--- config.mk ---
export PLATFORM = sky130hd
export DESIGN_NAME = freq_gate_counter_flat
export DESIGN_NICKNAME = d
export VERILOG_FILES = /design/src/rtl/freq_gate_counter_if.sv /design/src/rtl/freq_gate_counter.sv /design/src/flat_wrapper.sv
export SDC_FILE = /design/constraint.sdc
export NUM_CORES = 1
export LEC_CHECK = 0
export ABC_AREA = 1
export CAP_MARGIN = 15
export CORE_MARGIN = 5
export CORE_UTILIZATION = 45
export CTS_CLUSTER_SIZE = 14
export DETAILED_ROUTE_END_ITERATION = 10
export GPL_ROUTABILITY_DRIVEN = 0
export PLACE_DENSITY = 0.66
export RECOVER_POWER = 25
export SLEW_MARGIN = 40
export SYNTH_ARGS = -nofsm -noshare
export SYNTH_HDL_FRONTEND = slang
export SYNTH_SLANG_ARGS = --single-unit
--- constraint.sdc ---
create_clock -name clock -period 2.54 [get_ports clock]
set_input_delay 0.381 -clock clock [delete_from_list [all_inputs] [get_ports clock]]
set_output_delay 0.381 -clock clock [all_outputs]
set_load 0.01 [all_outputs]
--- src/rtl/freq_gate_counter_if.sv ---
// Measurement bus of the frequency meter gate counter: edge pulses and enable in,
// binary/BCD result with its valid strobe out.
interface freq_gate_counter_if #(
  parameter int CNT_WIDTH = 27,
  parameter int DIGITS    = 8
);
  logic                  enable;
  logic                  pos_pulse;
  logic [CNT_WIDTH-1:0]  freq_bin;
  logic [4*DIGITS-1:0]   freq_bcd;
  logic                  overflow;
  logic                  valid;

  modport master (
    output enable, pos_pulse,
    input  freq_bin, freq_bcd, overflow, valid
  );

  modport slave (
    input  enable, pos_pulse,
    output freq_bin, freq_bcd, overflow, valid
  );
endinterface

--- src/rtl/freq_gate_counter.sv ---
// Counts edge pulses over a fixed gate window, then converts the latched count to
// packed BCD with a sequential shift-add-3 engine and strobes the result out.
module freq_gate_counter #(
  parameter int GATE_CYCLES = 50_000_000,
  parameter int DIGITS      = 8,
  parameter int CNT_WIDTH   = 27
) (
  input  logic               clock,
  input  logic               reset_n,
  freq_gate_counter_if.slave bus
);
  function automatic longint pow10(input int n);
    longint r;
    r = 1;
    for (int i = 0; i < n; i++) r = r * 10;
    return r;
  endfunction

  localparam logic [CNT_WIDTH-1:0] MAX_COUNT = CNT_WIDTH'(pow10(DIGITS) - 1);
  localparam int GATE_W = (GATE_CYCLES > 1) ? $clog2(GATE_CYCLES) : 1;
  localparam int STEP_W = $clog2(CNT_WIDTH + 1);
  localparam int BCD_W  = 4 * DIGITS;
  localparam logic [GATE_W-1:0]    GATE_LAST = GATE_W'(GATE_CYCLES - 1);
  localparam logic [GATE_W-1:0]    GATE_ONE  = GATE_W'(1);
  localparam logic [CNT_WIDTH-1:0] CNT_ONE   = CNT_WIDTH'(1);
  localparam logic [STEP_W-1:0]    STEP_LAST = STEP_W'(CNT_WIDTH - 1);
  localparam logic [STEP_W-1:0]    STEP_ONE  = STEP_W'(1);

  typedef enum logic [1:0] {IDLE, SHIFT, DONE} state_t;

  logic [GATE_W-1:0]    gate_cnt_reg;
  logic [CNT_WIDTH-1:0] edge_cnt_reg;
  logic [CNT_WIDTH-1:0] capture_reg;
  logic                 capture_ovf_reg;
  logic                 gate_end;
  logic [CNT_WIDTH:0]   cap_sum;
  logic                 cap_ovf;
  logic [CNT_WIDTH-1:0] cap_val;

  state_t               state_reg, state_next;
  logic                 load_en, shift_en, done_en;
  logic [STEP_W-1:0]    step_reg;
  logic [CNT_WIDTH-1:0] bin_sh_reg;
  logic [BCD_W-1:0]     bcd_acc_reg;
  logic [BCD_W-1:0]     bcd_adj;
  logic [BCD_W+CNT_WIDTH-1:0] shift_next;

  logic [CNT_WIDTH-1:0] freq_bin_reg;
  logic [BCD_W-1:0]     freq_bcd_reg;
  logic                 overflow_reg;
  logic                 valid_reg;

  assign gate_end = bus.enable && (gate_cnt_reg == GATE_LAST);

  // A pulse on the gate-end cycle still belongs to the closing window.
  assign cap_sum = {1'b0, edge_cnt_reg} + {{CNT_WIDTH{1'b0}}, bus.pos_pulse};
  assign cap_ovf = (cap_sum >= {1'b0, MAX_COUNT});
  assign cap_val = cap_ovf ? MAX_COUNT : cap_sum[CNT_WIDTH-1:0];

  always_ff @(posedge clock or negedge reset_n) begin
    if (!reset_n) begin
      gate_cnt_reg    <= '0;
      edge_cnt_reg    <= '0;
      capture_reg     <= '0;
      capture_ovf_reg <= 1'b0;
    end else begin
      if (!bus.enable || gate_end) gate_cnt_reg <= '0;
      else                         gate_cnt_reg <= gate_cnt_reg + GATE_ONE;

      if (!bus.enable || gate_end)                         edge_cnt_reg <= '0;
      else if (bus.pos_pulse && edge_cnt_reg != MAX_COUNT) edge_cnt_reg <= edge_cnt_reg + CNT_ONE;

      if (gate_end) begin
        capture_reg     <= cap_val;
        capture_ovf_reg <= cap_ovf;
      end
    end
  end

  always_ff @(posedge clock or negedge reset_n) begin
    if (!reset_n) state_reg <= IDLE;
    else          state_reg <= state_next;
  end

  always_comb begin
    state_next = state_reg;
    case (state_reg)
      IDLE:    if (gate_end) state_next = SHIFT;
      SHIFT:   if (step_reg == STEP_LAST) state_next = DONE;
      DONE:    state_next = IDLE;
      default: state_next = IDLE;
    endcase
  end

  always_comb begin
    load_en  = (state_reg == IDLE) && gate_end;
    shift_en = (state_reg == SHIFT);
    done_en  = (state_reg == DONE);
  end

  genvar gi;
  generate
    for (gi = 0; gi < DIGITS; gi++) begin : g_adj
      assign bcd_adj[4*gi +: 4] = (bcd_acc_reg[4*gi +: 4] >= 4'd5) ?
                                  bcd_acc_reg[4*gi +: 4] + 4'd3 : bcd_acc_reg[4*gi +: 4];
    end
  endgenerate

  assign shift_next = {bcd_adj, bin_sh_reg} << 1;

  always_ff @(posedge clock or negedge reset_n) begin
    if (!reset_n) begin
      bin_sh_reg  <= '0;
      bcd_acc_reg <= '0;
      step_reg    <= '0;
    end else if (load_en) begin
      bin_sh_reg  <= cap_val;
      bcd_acc_reg <= '0;
      step_reg    <= '0;
    end else if (shift_en) begin
      {bcd_acc_reg, bin_sh_reg} <= shift_next;
      step_reg <= step_reg + STEP_ONE;
    end
  end

  // All result fields move together on the DONE edge so readers never see a mix.
  always_ff @(posedge clock or negedge reset_n) begin
    if (!reset_n) begin
      freq_bin_reg <= '0;
      freq_bcd_reg <= '0;
      overflow_reg <= 1'b0;
      valid_reg    <= 1'b0;
    end else begin
      valid_reg <= done_en;
      if (done_en) begin
        freq_bin_reg <= capture_reg;
        freq_bcd_reg <= bcd_acc_reg;
        overflow_reg <= capture_ovf_reg;
      end
    end
  end

  assign bus.freq_bin = freq_bin_reg;
  assign bus.freq_bcd = freq_bcd_reg;
  assign bus.overflow = overflow_reg;
  assign bus.valid    = valid_reg;

  a_start_in_idle: assert property (@(posedge clock) disable iff (!reset_n)
                                    gate_end |-> state_reg == IDLE);
endmodule

--- src/flat_wrapper.sv ---
// flat-port wrapper written by rule: the top's interface ports become plain ports
module freq_gate_counter_flat 
#(
  parameter int GATE_CYCLES = 50_000_000,
  parameter int DIGITS      = 8,
  parameter int CNT_WIDTH   = 27
)
  (clock, reset_n, bus_enable, bus_pos_pulse, bus_freq_bin, bus_freq_bcd, bus_overflow, bus_valid);
  freq_gate_counter_if #(.CNT_WIDTH(CNT_WIDTH), .DIGITS(DIGITS)) bus_i ();
  input  logic clock;
  input  logic reset_n;
  input wire logic [$bits(bus_i.enable)-1:0] bus_enable;
  input wire logic [$bits(bus_i.pos_pulse)-1:0] bus_pos_pulse;
  output wire logic [$bits(bus_i.freq_bin)-1:0] bus_freq_bin;
  output wire logic [$bits(bus_i.freq_bcd)-1:0] bus_freq_bcd;
  output wire logic [$bits(bus_i.overflow)-1:0] bus_overflow;
  output wire logic [$bits(bus_i.valid)-1:0] bus_valid;
  assign bus_i.enable = bus_enable;
  assign bus_i.pos_pulse = bus_pos_pulse;
  assign bus_freq_bin = bus_i.freq_bin;
  assign bus_freq_bcd = bus_i.freq_bcd;
  assign bus_overflow = bus_i.overflow;
  assign bus_valid = bus_i.valid;
  freq_gate_counter #(.GATE_CYCLES(GATE_CYCLES), .DIGITS(DIGITS), .CNT_WIDTH(CNT_WIDTH)) u_core (.clock(clock), .reset_n(reset_n), .bus(bus_i));
endmodule
==> summary.txt, run 1 <==
Layout
  • FILL cells: 2144
  • Reg area: 5210 µm²
  • N_diodes: 0
  • Final #Nets: 1522
  • Area Overhead vs Synth: 22.2%
  • Layout cells sized above 1: 12.1%
  • Footprint of the multi-input gates: 4610 µm²

Global route
  • First-pass GRT wire length: 42.7 mm
  • Vias in the first global route: 8847
  • Grt total ovfl: 0
  • Antenna violations before repair: 0
  • Gr usage total: 19.1%
  • Pin count of the biggest net entering global routing: 97

Run status
  • Failing checks: max-capacitance violations, max-slew violations
  • Outcome: finished, violations left

CTS
  • H-tree Lvls: 1
  • CTS root buf: clkbuf_16
  • Clk Latency, worst-skew pair: 0.53 ns
  • CTS Buffer Depth: 3
  • CTS Buf Count: 24
  • Clock-pin slew on the worst setup and hold paths: 0.07 ns
  • Clock tree sinks: 208
  • CTS tree: yes

Drt
  • TritonRoute pass-1 iters: 6
  • DR vias: 9131
  • Initial DRC Count: 689
  • DRC Markers: 0
  • WL/cell: 13.9 µm
  • Via density: 4.98
  • Routed wire length: 25.5 mm
  • Routed Antenna Nets: 0

Die
  • Overall die height: 164 µm
  • Num ports: 65
  • Starting density of the core: 45.6%
  • Die area: 27000 µm²
  • Std-Cell Rows: 56
  • Die width: 164 µm
  • Core footprint: 23500 µm²

STA
  • Hold Violations, Final: 0
  • Worst Skew: 0.0141 ns
  • Period utilisation layout: 93.9%
  • Worst slew pin tran: 1.67 ns
  • Max transition margin: -11.1%
  • Slew Viols, Final: 60
  • Setup violators final: 0
  • Hold WS: 0.458 ns
  • Fin crit period: 2.39 ns
  • F_max: 419 MHz
  • PnR worst setup slack: 0.155 ns

Critical path
  • CP top delay family: simple AND/OR/NAND/NOR gates
  • Buf/Inv on CP: 1
  • Setup crit end kind: register
  • CP required: 2.94 ns
  • Worst Path Arrival: 2.79 ns
  • Slowest cell on the critical path: dfrtp_1
  • WS Path Type: reg -> reg
  • Setup crit start kind: register
  • CP peak stage delay: 0.44 ns
  • Worst path most repeated cell: nand2_1
  • CP Cell Sequence: nand2_1 > nor2_1 > nand2_1 > nor2_2 > nand3_1 > nand2_1 > nor2_1 > nand2_1 > nor2_4 > a21oi_4 > nand2_4 > buf_12 > o21ai_1 > nand2_1
  • Critical-path maximum fanout: 17

Synthesis
  • FFs w/ async S/R, synth: 100%
  • Largest area contributor in the netlist: dfrtp_1
  • Cell variety after synth: 39
  • Synth Cell Area: 10700 µm²
  • Post-synth top area share: 48.6%
  • Yosys warnings: 0
  • FF+latch count, synth: 208
  • Seq/Total Area, Yosys: 48.6%
  • Main flop type after synthesis: dfrtp_1
  • Largest cells by area after synthesis: dfrtp_1 (49%), nand2_1 (14%), inv_1 (6.7%)
  • Synth Instances: 1372
  • Number of synthesized flops with an enable pin: 0
  • Synthesized Nets: 1398
  • Avg Inst Size Synth: 7.80 µm²

Run
  • Max-Cap Viols: 1

Power
  • Power per cell area: 532 nW/µm²
  • Logic pwr share: 2.4%
  • Clk network pwr share: 49.8%
  • Flop pwr share: 47.8%
  • Pint: 5.45 mW
  • Pwr Total: 6.96 mW
  • Worst vdd ir: 581 µV
  • Switching fraction of total power: 21.6%
  • Switching power: 1.50 mW
  • Leakage: 6.50 nW

Place
  • Worst slack, placed: -0.364 ns
  • IO buf count: 64
  • Post-DP HPWL: 18.3 mm

Hold path
  • Hold Crit Class: reg -> reg
[final timing paths]
kind | startpoint | endpoint | slack (ns) | depth (start not counted)
hold / removal | u_core.gate_cnt_reg[0]$_DFF_PN0_ | u_core.gate_cnt_reg[0]$_DFF_PN0_ | 0.46 | 1
min in group asynchronous | reset_n | u_core.bus.freq_bcd[10]$_DFFE_PN0P_ | 0.84 | 2
max in group asynchronous | reset_n | u_core.bus.freq_bcd[31]$_DFFE_PN0P_ | 0.60 | 3
setup reg to reg | u_core.edge_cnt_reg[15]$_DFFE_PN0P_ | u_core.capture_reg[16]$_DFFE_PN0P_ | 0.15 | 14
hold reg to reg | u_core.gate_cnt_reg[0]$_DFF_PN0_ | u_core.gate_cnt_reg[0]$_DFF_PN0_ | 0.46 | 1
setup / recovery | u_core.edge_cnt_reg[15]$_DFFE_PN0P_ | u_core.capture_reg[16]$_DFFE_PN0P_ | 0.15 | 14
[repair_timing]
| item | CTS | global route |
|---|---|---|
| endpoints found under the hold margin | 56 | 0 |
| hold buffers | 1 | 0 |
| pin swaps | 0 | 2 |
| setup buffers | 0 | 1 |
| setup endpoints to repair | 2 | 96 |
| resized for setup | 2 | 25 |
[cell type report]
class | count | area share, %
repair buffers | 143 | 9.96
inverters | 198 | 5.70
well taps | 319 | 3.05
flip-flops and latches | 208 | 39.9
clock buffers | 31 | 5.18
clock inverters | 12 | 1.01
multi-input cells | 921 | 35.2
[metal layers]
metal  wire [µm]  vias up  part of all wire, %  global-route usage, %
met5           0        -                    0                      0
met4         553        0                  2.2                   4.61
met3        1090       39                  4.3                   2.51
met2       12400      189                   49                   32.7
met1       11400     4295                   45                   25.7
li1            -     4608                    -                      -
[cells by family (layout without fill, tap and decap cells)]
| logic type | after synthesis | count (layout) | share of synthesized area [%] |
|---|---|---|---|
| flip-flops | 208 | 208 | 48.6 |
| buffers and inverters | 243 | 384 | 8.99 |
| XOR/XNOR | 31 | 31 | 2.54 |
| AO/OA/AOI/OAI | 225 | 225 | 11.6 |
| adder cells (fa/ha/maj) | 22 | 22 | 2.57 |
| AND/OR/NAND/NOR | 643 | 643 | 25.7 |
[stage by stage]
stage | cell area (µm²) | util (%) | instances | setup TNS, ns
CTS | 13000 | 55.4 | 1831 | 0
global route | 13100 | 55.7 | 1832 | -0.212
detailed placement | 12200 | 51.9 | 1787 | -15.36
global placement | 12200 | 51.9 | 1787 | -11.51
finish | 13100 | 55.7 | 1832 | 0
floorplan | 10700 | - | 1372 | 0
[cells in the mapped netlist, drive strengths merged, types with 4 or more instances]
cell    number
o22ai       20
o32ai        7
a21oi       29
clkbuf      31
dfrtp      208
a32oi        7
nor3        22
nor4         4
xor2        27
ha          22
nor2       122
nand2      409
o21ai      152
nand3       60
xnor2        4
inv        198
nand4       22
a31oi        4
buf         14
[layout by cell type (no fill, tap or decap), types with 5 or more instances in the layout]
master             n
o22ai_1           20
nor3_1            20
inv_1            191
clkinv_2           5
a32oi_1            7
ha_1              21
nor2_1            87
buf_12             6
buf_4             69
inv_2              6
clkbuf_8           5
o32ai_1            7
clkdlybuf4s50_1   63
o21ai_0          119
a21oi_1           27
dfrtp_2            5
nand3_1           59
nand4_1           22
nor2_2            20
nand2_1          400
xor2_1            27
dfrtp_1          203
clkbuf_16         24
nand2_2            7
nor2_4            15
o21ai_1           32
[worst register-to-register path: cells and delay by family, from the launching register on]
family	cells	cell delay, ns
buffers and inverters	1	0.17
AOI/OAI and AO/OA	2	0.35
DFF	1	0.44
and+or+nand+nor	11	1.31
[power by group through the flow]
stage               Sequential (mW)  Clock (mW)  Combinational, mW
floorplan                      3.39           0             0.0452
global placement               3.39           0              0.169
detailed placement             3.39           0              0.168
CTS                            3.33        3.55              0.170
global route                   3.33        3.67              0.192
finish                         3.33        3.47              0.166
Note: power is estimated with default switching activity, not from simulation.
==> run 2: changes to the inputs <==
--- a/config.mk
+++ b/config.mk
@@ -13,4 +13,5 @@
 export DETAILED_ROUTE_END_ITERATION = 10
+export DONT_BUFFER_PORTS = 1
 export GPL_ROUTABILITY_DRIVEN = 0
-export PLACE_DENSITY = 0.66
+export PLACE_DENSITY = 0.63
 export RECOVER_POWER = 25
==> constraint.sdc (replaced) <==
create_clock -name clock -period 2.54 [get_ports clock]
set_input_delay 0.254 -clock clock [delete_from_list [all_inputs] [get_ports clock]]
set_output_delay 0.254 -clock clock [all_outputs]
set_load 0.01 [all_outputs]
==> run 2 against run 1 <==
Net effect: the run ends with negative hold slack left; hold slack worse by 1.0 ns; final area decreased by 5.1%; register-to-register slack lost 0.10 ns; sequential cell count is the same; combinational power down 49%; maximum frequency is 4.0% lower; routed wire length increased by 2.0%; count of clock-buffer cells in the layout is the same; core utilization fell by 2.9 points; largest cell class unchanged.
==> summary.txt, run 2 (synthesized netlist as in run 1, its figures left out) <==
CTS
  • CTS Buf Count: 24 (unchanged)
  • CTS tree: yes
  • CTS root buf: clkbuf_16
  • CTS Buffer Depth: 3 (unchanged)
  • Clk Latency, worst-skew pair: 0.53 ns (about the same)
  • H-tree Lvls: 1 (unchanged)
  • Clock-pin slew on the worst setup and hold paths: 0.06 ns (about the same)
  • Clock tree sinks: 208 (unchanged)
  • Hold_buf cts: 1 (unchanged)

Global route
  • Vias in the first global route: 8683 (-1.9%)
  • Antenna violations before repair: 0 (unchanged)
  • Gr usage total: 19.2% (+0.18 points)
  • First-pass GRT wire length: 43.1 mm (+0.98%)
  • Pin count of the biggest net entering global routing: 209 (+120%)
  • Grt total ovfl: 0 (unchanged)

Layout
  • Post-route cell area: 12400 µm² (-5.1%)
  • Footprint of the multi-input gates: 4740 µm² (+2.8%)
  • Commonest non-fill, non-tap cell in the layout: nand2_1
  • Final #Nets: 1429 (-6.1%)
  • FILL cells: 2213 (+3.2%)
  • Commonest cells after routing, fill and taps aside: nand2_1 (391), dfrtp_1 (199), inv_1 (188)
  • Reg area: 5220 µm² (about the same)
  • Area Overhead vs Synth: 15.9%
  • N_diodes: 0 (unchanged)
  • Layout cells sized above 1: 12.7% (+0.57 points)

Drt
  • DR vias: 8997 (-1.5%)
  • Routed wire length: 26.0 mm (+2.0%)
  • Initial DRC Count: 636 (-7.7%)
  • TritonRoute pass-1 iters: 6 (unchanged)
  • DRC Markers: 0 (unchanged)
  • Via density: 5.17 (+3.7%)
  • WL/cell: 14.9 µm (+7.4%)
  • Routed Antenna Nets: 0 (unchanged)

Die
  • Die width: 164 µm (unchanged)
  • Overall die height: 164 µm (unchanged)
  • Starting density of the core: 45.6% (unchanged)
  • Die area: 27000 µm² (unchanged)
  • Std-Cell Rows: 56 (unchanged)
  • Core footprint: 23500 µm² (unchanged)
  • Num ports: 65 (unchanged)

STA
  • Fin crit period: 2.49 ns (+0.0998 ns)
  • Worst Skew: 0.0382 ns (+0.0241 ns)
  • Max transition margin: 64.7% (+76 points)
  • Slew Viols, Final: 0 (-100%)
  • RSZ-0062 raised after global routing: yes
  • F_max: 402 MHz (-4.0%)
  • Setup violators final: 0 (unchanged)
  • Hold WS: -0.580 ns (-1.04 ns)
  • Period utilisation layout: 97.8% (+3.9 points)
  • Worst slew pin tran: 0.529 ns (-1.14 ns)
  • Hold Violations, Final: 208 (+208)

Power
  • Flop pwr share: 47.0% (-0.8 points)
  • Switching fraction of total power: 21.1% (-0.52 points)
  • Logic pwr share: 1.2% (-1.2 points)
  • Power per cell area: 571 nW/µm² (+7.3%)
  • Pwr Total: 7.08 mW (+1.8%)
  • Switching power: 1.49 mW (-0.68%)
  • Pint: 5.59 mW (+2.5%)
  • Leakage: 6.17 nW (-5.0%)
  • Worst vdd ir: 424 µV (-27%)
  • Clk network pwr share: 51.8% (+2.0 points)

Critical path
  • CP required: 2.92 ns (-0.02 ns)
  • Critical-path maximum fanout: 10 (-7)
  • Setup crit start kind: register
  • Setup crit end kind: register
  • Worst path most repeated cell: nand2_1
  • Slowest cell on the critical path: dfrtp_2
  • WS Path Type: reg -> reg
  • CP Cell Sequence: nand2_1 > nor2_2 > nand2_1 > nor2_4 > nand3_1 > nand2_1 > inv_2 > a21oi_1 > nand2_1 > a21oi_4 > nand2_8 > buf_12 > o21ai_1 > nand2_1
  • Worst Path Arrival: 2.87 ns (+0.08 ns)
  • CP peak stage delay: 0.44 ns (about the same)

Run
  • Max-Cap Viols: 0 (-1)

Place
  • Post-DP HPWL: 17.3 mm (-5.4%)
  • IO buf count: 0 (-100%)
  • Post-DP Area: 11200 µm² (-8.5%)

Run status
  • Outcome: finished, violations left
  • Failing checks: negative hold slack

Hold path
  • Hold Crit Class: in -> async
[run 2: changes by cell type in the layout (fill, tap and decap cells not counted), sizes merged]
cell           change
buf               -29
bufinv             +2
clkbuf             -1
clkdlybuf4s50     -63
clkinvlp           -1
[run 2: routing by layer]
layer / GRT usage [%] / up-vias / part of all wire, %
met1: 26.0 / 4290 / 45
met3: 2.84 / 50 / 4.6
met5: 0 / - / 0
met4: 4.88 / 0 / 2.3
li1: - / 4436 / -
met2: 32.6 / 221 / 48
[run 2: cell type report]
class | instances | area share [%]
well taps | 319 | 3.22
inverters | 198 | 6.04
clock buffers | 31 | 5.30
multi-input cells | 921 | 38.2
flip-flops and latches | 208 | 42.1
repair buffers | 50 | 3.73
clock inverters | 13 | 1.47
[run 2: metrics by stage]
| stage | cells | hold WS (ns) | setup TNS (ns) | setup slack (ns) | utilization (%) |
|---|---|---|---|---|---|
| after floorplan | 1372 | -0.0416 | 0 | 0.315 | - |
| after global placement | 1675 | -0.0360 | -1.09 | -0.184 | 47.5 |
| after detailed placement | 1675 | -0.0367 | -1.13 | -0.185 | 47.5 |
| after CTS | 1724 | -0.606 | 0 | 0.0134 | 51.3 |
| after global routing | 1740 | -0.608 | -0.916 | -0.0724 | 52.8 |
| final | 1740 | -0.580 | 0 | 0.0549 | 52.8 |
[run 2: worst paths after layout]
kind | to | start | slack [ns] | depth (start not counted)
max | u_core.capture_reg[18]$_DFFE_PN0P_ | u_core.edge_cnt_reg[13]$_DFFE_PN0P_ | 0.05 | 14
min | u_core.bus.freq_bcd[10]$_DFFE_PN0P_ | reset_n | -0.58 | 0
max reg2reg | u_core.capture_reg[18]$_DFFE_PN0P_ | u_core.edge_cnt_reg[13]$_DFFE_PN0P_ | 0.05 | 14
min reg2reg | u_core.gate_cnt_reg[0]$_DFF_PN0_ | u_core.gate_cnt_reg[0]$_DFF_PN0_ | 0.47 | 1
max in group asynchronous | u_core.edge_cnt_reg[23]$_DFFE_PN0P_ | reset_n | 2.86 | 0
min in group clock | u_core.edge_cnt_reg[7]$_DFFE_PN0P_ | bus_pos_pulse | 0.06 | 3
[run 2: power by group through the flow]
| stage | clock network (mW) | logic [mW] | registers [mW] |
|---|---|---|---|
| after floorplan | 0 | 0.0452 | 3.39 |
| after global placement | 0 | 0.0690 | 3.39 |
| after CTS | 3.76 | 0.0770 | 3.33 |
| after global routing | 3.90 | 0.0930 | 3.33 |
| final | 3.67 | 0.0846 | 3.33 |
| after detailed placement | 0 | 0.0697 | 3.39 |
[run 2: what timing repair did]
action / CTS / global route
setup buffers: 4 / 14
pin swaps: 1 / 10
endpoints found under the setup margin: 15 / 113
gates resized for setup: 4 / 60
hold endpoints to repair: 209 / 208
cloned: 0 / 2
[run 2: critical path: cells and delay by family (launching register included)]
| kind | cells | cell delay [ns] |
|---|---|---|
| compound gates | 3 | 0.51 |
| buf+inv | 2 | 0.25 |
| flops | 1 | 0.44 |
| simple gates | 9 | 1.12 |
==> run 3: changes to the inputs <==
Settings changed: CORE_UTILIZATION 45 to 40, PLACE_DENSITY 0.63 to 0.57.
==> run 3 against run 2 <==
Net effect: the run still ends with negative hold slack left; maximum frequency up 4.3%; clock skew down 0.0086 ns; combinational power up 7.8%; critical path type unchanged; final area down 0.27%; count of clock-buffer cells in the layout down 1; non-clock buffer count up 2; critical path depth unchanged; core utilization down 5.6 points; register-to-register slack better by 0.10 ns; sequential cell count unchanged.
==> summary.txt, run 3 (synthesized netlist as in run 1, its figures left out) <==
Critical path
  • Reg2Reg Launch Point: u_core.edge_cnt_reg[0]$_DFFE_PN0P_
  • Worst path most repeated cell: inv_1
  • Setup crit end kind: register
  • CP Cell Sequence: buf_4 > ha_4 > inv_1 > nor2_1 > inv_1 > nor2_1 > inv_1 > nor4_2 > nand4_1 > nand2_2 > clkinvlp_4 > buf_12 > nand4_1 > o21ai_0
  • CP required: 2.94 ns (+0.02 ns)
  • Critical-path maximum fanout: 7 (-3)
  • WS Path Type: reg -> reg
  • Worst Path Arrival: 2.78 ns (-0.09 ns)
  • CP peak stage delay: 0.37 ns (-0.07 ns)
  • Crit path from: u_core.edge_cnt_reg[0]$_DFFE_PN0P_
  • Slowest cell on the critical path: dfrtp_1
  • Setup crit start kind: register

Drt
  • Wire length on met2: 12.1 mm (-3.4%)
  • Routed Antenna Nets: 0 (unchanged)
  • DRT met1 WL: 12.0 mm (+3.8%)
  • Uppermost layer routed: met4
  • TritonRoute pass-1 iters: 5 (-1)
  • Routed wire length: 25.8 mm (-0.44%)
  • Via density: 4.96 (-4.0%)
  • Initial DRC Count: 612 (-3.8%)
  • DR vias: 8734 (-2.9%)
  • WL/cell: 14.7 µm (-1.6%)
  • Met3 wire len: 1.02 mm (-15%)
  • DRC Markers: 0 (unchanged)

Run
  • Max-Cap Viols: 0 (unchanged)

Global route
  • Vias in the first global route: 8380 (-3.5%)
  • Grt total ovfl: 0 (unchanged)
  • Gr usage total: 16.9% (-2.3 points)
  • Pin count of the biggest net entering global routing: 209 (unchanged)
  • First-pass GRT wire length: 42.9 mm (-0.57%)
  • Antenna violations before repair: 0 (unchanged)

Layout
  • Post-route cell area: 12400 µm² (-0.27%)
  • N_diodes: 0 (unchanged)
  • Post-Layout Cell Count: 1760 (+1.1%)
  • Util after Layout: 47.2% (-5.6 points)
  • Layout cells sized above 1: 11.7% (-0.95 points)
  • Final #Nets: 1432 (+0.21%)
  • Commonest cells after routing, fill and taps aside: nand2_1 (397), dfrtp_1 (201), inv_1 (190)
  • Commonest non-fill, non-tap cell in the layout: nand2_1
  • Area Overhead vs Synth: 15.6%

CTS
  • Hold_buf cts: 2 (+1)
  • CTS tree: yes
  • Clock-pin slew on the worst setup and hold paths: 0.06 ns (about the same)
  • H-tree Lvls: 1 (unchanged)
  • Clk Latency, worst-skew pair: 0.55 ns (+0.02 ns)
  • CTS root buf: clkbuf_16
  • CTS Buffer Depth: 3 (unchanged)
  • Clock tree sinks: 208 (unchanged)
  • CTS Buf Count: 25 (+4.2%)

Die
  • Die area: 30100 µm² (+12%)
  • Std-Cell Rows: 59 (+5.4%)
  • Overall die height: 174 µm (+5.7%)
  • Die width: 174 µm (+5.7%)
  • Core footprint: 26200 µm² (+12%)
  • Starting density of the core: 40.8% (-4.8 points)
  • Num ports: 65 (unchanged)

STA
  • Fin crit period: 2.38 ns (-0.103 ns)
  • RSZ-0062 raised after global routing: yes
  • Setup violators final: 0 (unchanged)
  • PnR worst setup slack: 0.158 ns (+0.103 ns)
  • Hold WS: -0.596 ns (-0.0162 ns)
  • Worst slew pin tran: 0.569 ns (+0.0403 ns)
  • Setup TNS: 0 ns (unchanged)
  • Hold Violations, Final: 208 (unchanged)
  • Max transition margin: 62.1% (-2.7 points)
  • F_max: 420 MHz (+4.3%)
  • Period utilisation layout: 93.8% (-4.0 points)
  • Slew Viols, Final: 0 (unchanged)
  • Worst Skew: 0.0296 ns (-0.00860 ns)

Hold path
  • Hold Crit Class: in -> async

Place
  • Placed insts: 1707 (+1.9%)
  • IO buf count: 0 (unchanged)
  • Post-DP Area: 11300 µm² (+1.3%)
  • Post-DP HPWL: 18.1 mm (+4.7%)
  • Worst slack, placed: -0.134 ns (+0.0514 ns)

Power
  • Leakage: 6.20 nW (+0.49%)
  • Power per cell area: 586 nW/µm² (+2.7%)
  • Worst vdd ir: 418 µV (-1.6%)

Run status
  • Outcome: finished, violations left
  • Failing checks: negative hold slack
==> run 3: changes by cell type in the layout (fill, tap and decap cells not counted), sizes merged <==
cell,previous run,this run
clkbuf,33,30
clkinv,7,9
buf,47,50
dlygate4sd3,1,2
clkinvlp,2,3
==> run 3: what timing repair did <==
item                                    in CTS  in global routing
endpoints found under the hold margin      210                208
endpoints found under the setup margin       5                119
pin swaps                                    0                  3
setup buffers                                3                  2
resized for setup                            2                 32
==> run 3: area by class of cell <==
class | instances | area [µm²]
clock buffer | 30 | 694
multi-input combinational | 921 | 4630
tap | 335 | 419
clock inverter | 16 | 208
sequential | 208 | 5210
fill | 2593 | 13800
inverter | 198 | 749
timing repair buffer | 52 | 458
==> run 3: report_power, final <==
part / internal (mW) / switching [mW]
clock network: 2.37 / 1.47
logic: 0.0325 / 0.0587
registers: 3.32 / 0.00625
==> run 3: stage by stage <==
stage	hold slack [ns]	total power, mW
floorplan	-0.0416	3.43
global placement	-0.0362	3.46
detailed placement	-0.0363	3.46
CTS	-0.625	7.37
global route	-0.620	7.50
finish	-0.596	7.25
==> run 3: path summary, 6_finish.rpt <==
check / end / slack, ns / depth (start not counted)
worst min register to register: u_core.gate_cnt_reg[0]$_DFF_PN0_ / 0.46 / 1
min in group clock: u_core.bin_sh_reg[0]$_DFFE_PN0P_ / 0.10 / 3
worst min-delay path: u_core.bus.freq_bcd[9]$_DFFE_PN0P_ / -0.60 / 0
worst max-delay path: u_core.edge_cnt_reg[25]$_DFFE_PN0P_ / 0.16 / 14
max in group asynchronous: u_core.edge_cnt_reg[1]$_DFFE_PN0P_ / 2.59 / 0
worst max register to register: u_core.edge_cnt_reg[25]$_DFFE_PN0P_ / 0.16 / 14
==> run 3: metal layers <==
layer | GRT usage, % | vias up
met5 | 0 | -
met4 | 4.29 | 0
met3 | 2.60 | 35
met2 | 28.5 | 157
met1 | 23.0 | 4102
li1 | - | 4440
==> run 3: critical path, delay by kind of cell (launching register included) <==
kind,cells,cell delay (ns)
buffers and inverters,6,0.82
and+or+nand+nor,6,0.79
DFF,1,0.37
adders and majority gates,1,0.17
AOI/OAI and AO/OA,1,0.08
